File: config.mk
export PLATFORM = sky130hd
export DESIGN_NAME = mem_arbiter
export DESIGN_NICKNAME = d
export VERILOG_FILES = /design/src/rtl/mem_arb_pkg.sv /design/src/rtl/mem_load_align.sv /design/src/rtl/mem_arbiter.sv
export SDC_FILE = /design/constraint.sdc
export NUM_CORES = 1
export LEC_CHECK = 0
export ABC_AREA = 0
export CAP_MARGIN = 10
export CORE_AREA = 2 2 145 147
export DETAILED_ROUTE_END_ITERATION = 16
export DIE_AREA = 0 0 147 149
export GPL_TIMING_DRIVEN = 1
export MAX_ROUTING_LAYER = met4
export SYNTH_ARGS = -nofsm -noshare
export SYNTH_HDL_FRONTEND = slang
export SYNTH_SLANG_ARGS = --single-unit
File: constraint.sdc
create_clock -name clk -period 3.6 [get_ports clk]
set_input_delay 0.72 -clock clk [delete_from_list [all_inputs] [get_ports clk]]
set_output_delay 0.72 -clock clk [all_outputs]
set_load 0.01 [all_outputs]
File: src/rtl/mem_arb_pkg.sv
// Shared types and defaults for the instruction-fetch / load-store memory arbiter.
package mem_arb_pkg;

  localparam int unsigned STARVE_LIMIT_DEFAULT = 4;

  typedef enum logic [1:0] {
    SZ_BYTE = 2'd0,
    SZ_HALF = 2'd1,
    SZ_WORD = 2'd2
  } size_e;

  typedef enum logic [1:0] {
    IDLE   = 2'd0,
    IF_RSP = 2'd1,
    LS_RSP = 2'd2
  } state_e;

  // Size encoding 3 has no legal meaning and is reported as misaligned.
  function automatic logic is_misaligned(input logic [1:0] size, input logic [1:0] offset);
    case (size)
      SZ_BYTE: return 1'b0;
      SZ_HALF: return offset[0];
      SZ_WORD: return offset != 2'b00;
      default: return 1'b1;
    endcase
  endfunction

endpackage

File: src/rtl/mem_load_align.sv
// Right-justifies the addressed byte/half/word of a RAM word and sign- or zero-extends it.
module mem_load_align
  import mem_arb_pkg::*;
(
  input  logic [31:0] word_i,
  input  logic [1:0]  offset_i,
  input  logic [1:0]  size_i,
  input  logic        unsigned_i,
  output logic [31:0] data_o
);

  logic [31:0] shifted;

  always_comb begin
    shifted = word_i >> {offset_i, 3'b000};
    case (size_i)
      SZ_BYTE: data_o = {{24{shifted[7] & ~unsigned_i}}, shifted[7:0]};
      SZ_HALF: data_o = {{16{shifted[15] & ~unsigned_i}}, shifted[15:0]};
      default: data_o = shifted;
    endcase
  end

endmodule

File: src/rtl/mem_arbiter.sv
// Arbitrates one shared RAM between instruction fetch and the LSU; LSU has priority
// until fetch has been passed over STARVE_LIMIT times in a row.
module mem_arbiter
  import mem_arb_pkg::*;
#(
  parameter int          ADDR_WIDTH   = 31,
  parameter int unsigned STARVE_LIMIT = STARVE_LIMIT_DEFAULT
) (
  input  logic                  clk,
  input  logic                  rst,
  input  logic                  clk_en,
  input  logic                  i_if_req,
  input  logic [ADDR_WIDTH:0]   i_if_addr,
  output logic                  o_if_ready,
  output logic                  o_if_valid,
  output logic [31:0]           o_if_data,
  input  logic                  i_ls_req,
  input  logic                  i_ls_we,
  input  logic [1:0]            i_ls_size,
  input  logic                  i_ls_unsigned,
  input  logic [ADDR_WIDTH:0]   i_ls_addr,
  input  logic [31:0]           i_ls_wdata,
  output logic                  o_ls_ready,
  output logic                  o_ls_valid,
  output logic [31:0]           o_ls_rdata,
  output logic                  o_ls_err,
  output logic                  o_ram_read_req,
  output logic [ADDR_WIDTH:0]   o_ram_read_addr,
  input  logic [31:0]           i_ram_read_data,
  output logic                  o_ram_write_enable,
  output logic [3:0]            o_ram_byte_enable,
  output logic [ADDR_WIDTH:0]   o_ram_write_addr,
  output logic [31:0]           o_ram_write_data,
  output logic [ADDR_WIDTH:0]   o_ram_fetch_addr,
  input  logic [31:0]           i_ram_fetch_data
);

  localparam int             CW    = $clog2(STARVE_LIMIT + 1);
  localparam logic [CW-1:0]  LIMIT = CW'(STARVE_LIMIT);

  state_e          state_q, state_d;
  logic [CW-1:0]   starve_q, starve_d;
  logic [31:0]     if_data_q;
  logic [31:0]     ls_word_q;
  logic [1:0]      ls_off_q;
  logic [1:0]      ls_size_q;
  logic            ls_uns_q;
  logic            ls_err_q;
  logic            ls_load_q;

  logic            adv, ls_gnt, if_gnt, ls_mis;
  logic [3:0]      be_base;
  logic [31:0]     ls_aligned;
  logic            unused_if_lsbs;

  assign unused_if_lsbs = ^i_if_addr[1:0];

  always_comb begin
    // NOTE: every combinational output is given a default first so no path can infer a latch.
    state_d  = state_q;
    starve_d = starve_q;
    adv      = clk_en & rst;
    ls_mis   = is_misaligned(i_ls_size, i_ls_addr[1:0]);
    ls_gnt   = adv & i_ls_req & ~(i_if_req & (starve_q == LIMIT));
    if_gnt   = adv & i_if_req & ~ls_gnt;
    if (adv) begin
      if (if_gnt)      state_d = IF_RSP;
      else if (ls_gnt) state_d = LS_RSP;
      else             state_d = IDLE;
      if (!i_if_req || if_gnt)               starve_d = '0;
      else if (ls_gnt && starve_q != LIMIT)  starve_d = starve_q + 1'b1;
    end
  end

  always_comb begin
    be_base          = 4'b1111;
    o_ram_write_data = i_ls_wdata;
    case (i_ls_size)
      SZ_BYTE: begin
        be_base          = 4'b0001;
        o_ram_write_data = {4{i_ls_wdata[7:0]}};
      end
      SZ_HALF: begin
        be_base          = 4'b0011;
        o_ram_write_data = {2{i_ls_wdata[15:0]}};
      end
      default: ;
    endcase
  end

  assign o_if_ready         = if_gnt;
  assign o_ls_ready         = ls_gnt;
  assign o_ram_write_enable = ls_gnt & i_ls_we & ~ls_mis;
  assign o_ram_read_req     = ls_gnt & ~i_ls_we & ~ls_mis;
  assign o_ram_byte_enable  = o_ram_write_enable ? (be_base << i_ls_addr[1:0]) : 4'b0000;
  assign o_ram_write_addr   = {2'b00, i_ls_addr[ADDR_WIDTH:2]};
  assign o_ram_read_addr    = {2'b00, i_ls_addr[ADDR_WIDTH:2]};
  assign o_ram_fetch_addr   = {2'b00, i_if_addr[ADDR_WIDTH:2]};

  // NOTE: state and capture registers use non-blocking assignments so every flop samples pre-edge values.
  always_ff @(posedge clk or negedge rst) begin
    if (!rst) begin
      // NOTE: data captures are reset too, since the response data outputs must read 0 out of reset.
      state_q   <= IDLE;
      starve_q  <= '0;
      if_data_q <= '0;
      ls_word_q <= '0;
      ls_off_q  <= '0;
      ls_size_q <= '0;
      ls_uns_q  <= 1'b0;
      ls_err_q  <= 1'b0;
      ls_load_q <= 1'b0;
    end else begin
      state_q  <= state_d;
      starve_q <= starve_d;
      if (if_gnt) if_data_q <= i_ram_fetch_data;
      if (ls_gnt) begin
        ls_word_q <= i_ram_read_data;
        ls_off_q  <= i_ls_addr[1:0];
        ls_size_q <= i_ls_size;
        ls_uns_q  <= i_ls_unsigned;
        ls_err_q  <= ls_mis;
        ls_load_q <= ~i_ls_we & ~ls_mis;
      end
    end
  end

  mem_load_align u_align (
    .word_i     (ls_word_q),
    .offset_i   (ls_off_q),
    .size_i     (ls_size_q),
    .unsigned_i (ls_uns_q),
    .data_o     (ls_aligned)
  );

  assign o_if_valid = (state_q == IF_RSP);
  assign o_if_data  = if_data_q;
  assign o_ls_valid = (state_q == LS_RSP);
  assign o_ls_err   = o_ls_valid & ls_err_q;
  assign o_ls_rdata = (o_ls_valid & ls_load_q) ? ls_aligned : 32'h0;

endmodule

==> results.cfg, run 1 <==
[layout]
final_area_mm2 = 0.006998
drive_above_1_share_pct = 23.26
fillerInstances = 2085
nets = 743
layout-area-overhead-vs-synth_pct = 40.07
layout_common_cells = 212 x clkdlybuf4s50_1, 93 x mux2_2, 76 x dfrtp_1, 22 x a211oi_1, 18 x buf_4
mostFrequentLayoutCell = clkdlybuf4s50_1

[sta]
setup_viol = 0
grt_setup_unrepaired = false
tightestPinTransition_ns = 0.5649
slew_headroom_pct = 62.34
post-route-period-util_pct = 93.98
finalHoldViolations = 0
maxSlewViolCount = 0
max_freq_mhz = 295.6
fin_tns_setup_ns = 0
skew_ns = 0.003470
min_period_ns = 3.383

[setup_path]
timing.critical_path.buf_inv = 4
crit_path_top_delay_cell = clkdlybuf4s50_1
r2r_cells = 6
crit_fanout = 30
required_ns = 2.88
setup.worst_path.start = i_ls_size[1]
crit_path_start_kind = input pin
cp_top_family = buffers and inverters
cpPeakStageDelay_ns = 0.57
cp_num_cells = 6
setup.worst_path.class = in2out
cp-end-kind = output port
worstPathCellList = clkdlybuf4s50_1, buf_4, nor2_1, buf_4, mux2_2, clkdlybuf4s50_1
r2r_start = starve_q[0]
crit_arrival_ns = 2.66

[synth]
ys_seq_area_share_pct = 38.07
async_flop_share_pct = 100.0
synth.area.mux_share_pct = 24.57
ys_ff_latch = 76
synth-edff-count = 0
yosysWarnings = 0
synth-xor-area-share_pct = 0.3506
synthAdderAreaFrac_pct = 0.5009
synth_top_family_by_area = multiplexers
synth_simple_gate_area_share_pct = 6.637
ys.flop_type = dfrtp_1
synth-compound-area-share_pct = 10.74
synth.avg_cell_area_um2 = 10.88
netlist_area_mm2 = 0.004996
synth_cells = 459
yosysUniqueCellTypes = 42

[global_routing]
grt_pass1_wl_mm = 25.15
grt_antenna_before_repair = 4
grt_usage_pct = 15.50
grt_pass1_vias = 4265
grt_max_degree = 42
grt-ovfl-total = 0

[status]
status = finished, final reports clean

[floorplanning]
io_pins = 372
core.rowCount = 53
core-area_mm2 = 0.02056
start_util_pct = 24.30
die_y_um = 149
die_x_um = 147
die-area_mm2 = 0.02190

[place]
dp_hpwl_mm = 13.18
dpl_cell_area_mm2 = 0.006691
place.gp.congestion = 0.8880
port_buffers = 213

[route]
drc_errors = 0
antenna_left = 0
vias = 3847
drt_iter0_drc = 154
vias_per_cell = 4.499
wl_per_cell_um = 19.31
drt_wl_total_mm = 16.51
drtPass1Iterations = 4

[job]
cap_violations = 0

[power]
peakVddDrop_mv = 0.2599
power.leakage_uw = 0.002724
power_density_mw_per_mm2 = 440.8
power_uw = 3085

[clock_network]
cts_tree = done
clock_latency_ns = 0.33
cts_root_buffer = clkbuf_16
clk_pin_slew_worst_paths_ns = 0.05
clkSinkCount = 76
cts_inserted_buffers = 9
cts_hold_buf = 0
clk_path_buf_depth = 2
htreeDepth = 3

[hold_path]
hold_path.class = in2async
## layout make-up
class | instances | area [um2] | share of cell area (%)
Timing Repair Buffer | 230 | 2257 | 32.25
Multi-Input combinational cell | 250 | 2175 | 31.07
Sequential cell | 76 | 1902 | 27.18
Tap cell | 275 | 344.1 | 4.917
Clock buffer | 11 | 242.7 | 3.469
Clock inverter | 4 | 48.80 | 0.6973
Inverter | 5 | 18.77 | 0.2682
Antenna cell | 4 | 10.01 | 0.1430
## path summary, 6_finish.rpt
check / to / slack (ns)
hold / removal: o_if_data[14] / 0.46
hold reg to reg: ls_word_q[3] / 0.50
setup reg to reg: ls_word_q[6] / 1.59
max in group asynchronous: ls_word_q[16] / 2.24
setup / recovery: o_ram_write_data[15] / 0.22
min in group clk: ls_word_q[3] / 0.50
## state kept, by name (all words and copies together), names as in the netlist
signal	flops
ls_uns_q	1
ls_off_q	2
o_if_data	32
state_q	2
ls_load_q	1
ls_size_q	2
ls_word_q	32
ls_err_q	1
starve_q	3
## through the flow
step	util (%)	hold WS (ns)	setup WS, ns	instances
floorplan	-	0.4244	1.161	464
global placement	32.55	0.4857	0.2290	836
detailed placement	32.55	0.4894	0.2438	836
CTS	33.97	0.4834	0.1070	851
global route	34.04	0.4951	0.1214	855
finish	34.04	0.4640	0.2169	855
## Yosys cell counts, types with 2 or more instances
master     instances  area share [%]
a211oi_1          22             3.3
a21o_1             3            0.45
a21oi_1            3            0.30
a221oi_1           8             1.4
and2_1             2            0.25
and4b_1            2            0.40
buf_1              3            0.23
buf_2             14             1.4
buf_4            105              16
buf_6              3            0.68
clkbuf_1           8            0.60
dfrtp_1           76              38
ha_1               2            0.50
inv_1              5            0.38
mux2_2            93              21
mux2_4             2            0.60
mux2i_1           15             3.0
nand2_1           15             1.1
nand3_1            6            0.60
nand3b_1           3            0.45
nor2_1             7            0.53
nor2b_1           13             1.6
nor3_1             2            0.20
o21ai_0           14             1.4
o22ai_1            8             1.0
o2bb2ai_1          8             1.4
xor2_1             2            0.35
## power breakdown
part | switching (uW) | leakage [uW] | internal, uW
registers | 139 | 0.000913 | 1020
logic | 420 | 0.00167 | 602
clock network | 350 | 0.000146 | 552
## what timing repair did
action	in CTS	in global routing
endpoints found under the setup margin	0	1
setup buffers	0	0
hold endpoints to repair	0	0
resized for setup	0	1
## cells by family after synthesis
logic type | count (synthesis)
other | 1
buffers and inverters | 138
multiplexers | 110
adder cells (fa/ha/maj) | 2
flip-flops | 76
AND/OR/NAND/NOR | 58
XOR/XNOR | 2
AO/OA/AOI/OAI | 72
## per-layer routing
layer	track usage (%)	part of all wire (%)
met5	-	0
met4	6.538	3.3
met3	6.361	9.5
met2	25.63	49
met1	16.51	38
## worst register-to-register path, cell delays in order, from the launching register on
cell and delay (ns):
dfrtp_1 0.40, inv_1 0.06, ha_1 0.21, nand3_1 0.14
and2_2 0.18, buf_4 0.46, mux2_2 0.44
No activity file was read; power rests on OpenSTA's default activity.
==> run 2, diff against run 1 <==
Settings changed: MAX_ROUTING_LAYER met4 to default.
==> run 2 against run 1 <==
Compared with the run above: maximum frequency is 2.4% lower; clock-buffer cell count stayed put; clock power hardly changed; flip-flop and latch count stayed put; setup slack worse by 0.084 ns; sequential power hardly changed; highest routed layer unchanged.
==> results.cfg, run 2 (synthesized netlist as in run 1, its figures left out) <==
[status]
status = finished, final reports clean

[place]
place.gp.congestion = 0.8737
place_ws_ns = 0.2438
dp_hpwl_mm = 13.18
port_buffers = 213

[sta]
setup_ws_ns = 0.1330
slew_headroom_pct = 56.36
max_freq_mhz = 288.4
min_period_ns = 3.467
setup_viol = 0
grt_setup_unrepaired = false
tightestPinTransition_ns = 0.6546
fin_tns_setup_ns = 0
maxSlewViolCount = 0
post-route-period-util_pct = 96.31
skew_ns = 0.004137
finalHoldViolations = 0
holdWs_ns = 0.4616

[floorplanning]
core-area_mm2 = 0.02056
die-area_mm2 = 0.02190
start_util_pct = 24.30
die_y_um = 149
die_x_um = 147
io_pins = 372
core.rowCount = 53

[power]
p_switching_uw = 909.5
p_seq_share_pct = 37.6
power_density_mw_per_mm2 = 441.4
power.leakage_uw = 0.002722
peakVddDrop_mv = 0.2606
power_uw = 3086
p_clk_share_pct = 29.3
combPwrFrac_pct = 33.1
p_int_uw = 2176
switching_share_pct = 29.48

[global_routing]
grt-ovfl-total = 0
grt_usage_pct = 15.03
grt_pass1_vias = 4269
grt_antenna_before_repair = 4
grt_max_degree = 42
grt_pass1_wl_mm = 25.10

[setup_path]
cp_top_family = simple AND/OR/NAND/NOR gates
worstPathCellList = nand3b_4, or3_1, o22ai_1, clkdlybuf4s50_1
crit_path_top_delay_cell = or3_1
cpPeakStageDelay_ns = 0.67
cp-end-kind = output port
crit_path_start_kind = flop
required_ns = 2.88
timing.critical_path.buf_inv = 1
crit_arrival_ns = 2.75
crit_fanout = 17
setup.worst_path.class = reg2out

[layout]
mostFrequentLayoutCell = clkdlybuf4s50_1
drive_above_1_share_pct = 23.09
fillerInstances = 2084
nets = 743
layout-area-overhead-vs-synth_pct = 39.92
layout_common_cells = 212 x clkdlybuf4s50_1, 93 x mux2_2, 76 x dfrtp_1, 22 x a211oi_1, 18 x buf_4

[clock_network]
clk_path_buf_depth = 2
cts_root_buffer = clkbuf_16
clk_pin_slew_worst_paths_ns = 0.06
post_cts_resized = 0
cts_hold_buf = 0
post_cts_buffers = 0
htreeDepth = 3
cts_inserted_buffers = 9
clkSinkCount = 76
clock_latency_ns = 0.33
cts_tree = done

[route]
wl_per_cell_um = 19.29
antenna_left = 0
vias_per_cell = 4.542
drt_wl_total_mm = 16.47
drc_errors = 0
drtPass1Iterations = 4
vias = 3879
drt_iter0_drc = 142

[hold_path]
hold_path.class = in2async

[job]
cap_violations = 0
==> run 2: path summary, 6_finish.rpt <==
check / slack (ns) / start / to / cells after the start
setup / recovery: 0.13 / state_q[0] / o_ls_rdata[18] / 4
hold / removal: 0.46 / rst / o_if_data[13] / 2
setup reg to reg: 1.59 / starve_q[0] / ls_word_q[6] / 6
hold reg to reg: 0.50 / ls_word_q[3] / ls_word_q[3] / 1
max in group asynchronous: 2.23 / rst / ls_word_q[24] / 3
min in group clk: 0.50 / ls_word_q[3] / ls_word_q[3] / 1
==> run 2: worst register-to-register path: stages (launching register included) <==
cell and delay (ns):
dfrtp_1 0.40, inv_1 0.06, ha_1 0.20, nand3_1 0.14, and2_2 0.19, buf_4 0.46
mux2_2 0.45
==> run 2: power groups by stage <==
| stage | clock network, uW | logic [uW] | registers, uW |
|---|---|---|---|
| after floorplan | 0 | 610 | 1160 |
| after CTS | 937 | 1030 | 1160 |
| after detailed placement | 0 | 1030 | 1170 |
| after global routing | 979 | 1100 | 1190 |
| final | 904 | 1020 | 1160 |
| after global placement | 0 | 1010 | 1160 |
==> run 2: cell type report <==
| cell class | instances | area [um2] | area share [%] |
|---|---|---|---|
| diodes | 3 | 7.507 | 0.1074 |
| multi-input cells | 250 | 2170 | 31.04 |
| clock buffers | 11 | 242.7 | 3.472 |
| inverters | 5 | 18.77 | 0.2685 |
| repair buffers | 230 | 2257 | 32.29 |
| flip-flops and latches | 76 | 1902 | 27.21 |
| well taps | 275 | 344.1 | 4.922 |
| clock inverters | 4 | 48.80 | 0.6980 |
==> run 2: through the flow <==
step | cells | cell area, um2 | util (%)
5_1_grt | 852 | 6985 | 33.98
2_1_floorplan | 464 | 5015 | -
4_1_cts | 851 | 6983 | 33.97
3_5_place_dp | 836 | 6691 | 32.55
6_report | 854 | 6990 | 34.00
3_3_place_gp | 836 | 6691 | 32.55
==> run 2: per-layer routing <==
| metal | global-route usage (%) | up-vias | part of all wire [%] |
|---|---|---|---|
| li1 | - | 1759 | - |
| met1 | 16.22 | 1853 | 38 |
| met2 | 25.45 | 223 | 49 |
| met3 | 6.820 | 44 | 10 |
| met4 | 6.779 | 0 | 3.3 |
| met5 | 0 | - | 0 |
==> run 3, diff against run 2 <==
Settings changed: CORE_AREA 2 2 145 147 to 2 2 144 146, CTS_CLUSTER_SIZE from default to 8, DIE_AREA 0 0 147 149 to 0 0 146 148.
==> run 3 against run 2 <==
Compared with the run above: first-iteration DRC count up 25%; critical endpoint is now o_ram_byte_enable[3]; worst hold slack worse by 0.081 ns; setup slack better by 0.15 ns; via count down 0.28%; largest power group unchanged; final area down 0.48%.
==> results.cfg, run 3 (synthesized netlist as in run 1, its figures left out) <==
[route]
drt_wl_total_mm = 16.78
drt_iter0_drc = 177
antenna_left = 0
vias = 3868
wl_per_cell_um = 19.81
drc_errors = 0
drtPass1Iterations = 4
vias_per_cell = 4.567

[clock_network]
clkSinkCount = 76
post_cts_buffers = 0
htreeDepth = 3
clk_pin_slew_worst_paths_ns = 0.07
cts_root_buffer = clkbuf_16
clk_path_buf_depth = 2
cts_inserted_buffers = 9
clock_latency_ns = 0.34
cts_hold_buf = 0
post_cts_resized = 0
cts_tree = done

[place]
dp_hpwl_mm = 13.04
port_buffers = 213
place_inst = 830
dpl_cell_area_mm2 = 0.006678
place.gp.congestion = 0.8102
place_ws_ns = 0.2629

[power]
peakVddDrop_mv = 0.3677
p_clk_share_pct = 28.1
p_int_uw = 2094
p_seq_share_pct = 38.0
p_switching_uw = 950.4
power_density_mw_per_mm2 = 437.6
power.leakage_uw = 0.002692
switching_share_pct = 31.22
combPwrFrac_pct = 33.9

[global_routing]
grt_usage_pct = 15.22
grt_pass1_wl_mm = 25.12
grt_pass1_vias = 4110
grt-ovfl-total = 0
grt_max_degree = 57
grt_antenna_before_repair = 0

[setup_path]
crit_arrival_ns = 2.60
crit_path_start_kind = input pin
r2r_start = starve_q[0]
r2r_cells = 6
required_ns = 2.88
regToRegSetupSlack_ns = 1.57
reg2reg_to = ls_word_q[13]
crit_fanout = 6
setup.worst_path.class = in2out
cp-end-kind = output port

[sta]
post-route-period-util_pct = 92.09
slew_headroom_pct = 50.48
min_period_ns = 3.315
maxSlewViolCount = 0
setup_viol = 0
finalHoldViolations = 0
fin_tns_setup_ns = 0
skew_ns = 0.006232
tightestPinTransition_ns = 0.7428
grt_setup_unrepaired = false
setup_ws_ns = 0.2846
max_freq_mhz = 301.6

[job]
cap_violations = 0

[layout]
final_area_mm2 = 0.006957
nets = 742
layout-area-overhead-vs-synth_pct = 39.24
drive_above_1_share_pct = 23.09
layout_common_cells = 212 x clkdlybuf4s50_1, 93 x mux2_2, 76 x dfrtp_1, 22 x a211oi_1, 17 x buf_4
mostFrequentLayoutCell = clkdlybuf4s50_1
final_core_util_pct = 34.72
final_cells = 847

[floorplanning]
die-area_mm2 = 0.02161
die_y_um = 148
core.rowCount = 52
core-area_mm2 = 0.02004
io_pins = 372
die_x_um = 146
start_util_pct = 24.93

[status]
status = finished, final reports clean

[hold_path]
hold_path.class = in2async
==> run 3: cell count changes in the layout (fill, tap and decap cells not counted) <==
cell | previous run | this run
clkbuf_8 | 1 | 0
buf_4 | 18 | 17
diode_2 | 3 | 1
inv_6 | 1 | 2
clkinvlp_4 | 0 | 4
bufinv_16 | 1 | 0
clkinv_2 | 2 | 0
==> run 3: area by class of cell <==
type	count	area [um2]
Multi-Input combinational cell	250	2170
Fill cell	2043	13080
Clock buffer	10	229.0
Tap cell	270	337.8
Sequential cell	76	1902
Inverter	5	18.77
Timing Repair Buffer	229	2250
Clock inverter	6	47.55
Antenna cell	1	2.502
==> run 3: critical path: stages <==
cell and delay, ns:
clkdlybuf4s50_1 0.52, or3b_2 0.49, a21o_1 0.16, a21oi_1 0.14, clkdlybuf4s50_1 0.56
==> run 3: per-layer routing <==
| metal | up-vias | wire length, um | track usage (%) |
|---|---|---|---|
| met1 | 1867 | 6557 | 17.13 |
| met5 | - | 0 | 0 |
| met4 | 0 | 511 | 5.243 |
| li1 | 1756 | - | - |
| met3 | 44 | 1534 | 6.605 |
| met2 | 201 | 8176 | 25.87 |
==> run 3: power by group through the flow <==
stage          clock network (uW)  registers, uW  logic [uW]
6_report                      855           1160        1030
2_1_floorplan                   0           1160         610
4_1_cts                       900           1160        1040
3_5_place_dp                    0           1170        1040
3_3_place_gp                    0           1160        1020
5_1_grt                       935           1180        1110
==> run 3: worst max path at each step <==
stage | from | end | slack, ns
final | i_ls_addr[0] | o_ram_byte_enable[3] | 0.28
after CTS | ls_off_q[0] | o_ls_rdata[15] | 0.26
after floorplan | i_ls_addr[0] | o_ram_byte_enable[3] | 1.16
after global routing | ls_off_q[0] | o_ls_rdata[15] | 0.12
after global placement | i_ls_addr[0] | o_ram_byte_enable[3] | 0.28
after detailed placement | i_ls_addr[0] | o_ram_byte_enable[3] | 0.26
==> run 3: metrics by stage <==
stage / hold slack [ns] / power (uW)
floorplan: 0.4244 / 1772
global placement: 0.4862 / 2185
detailed placement: 0.4933 / 2209
CTS: 0.3785 / 3103
global route: 0.3771 / 3225
finish: 0.3809 / 3044
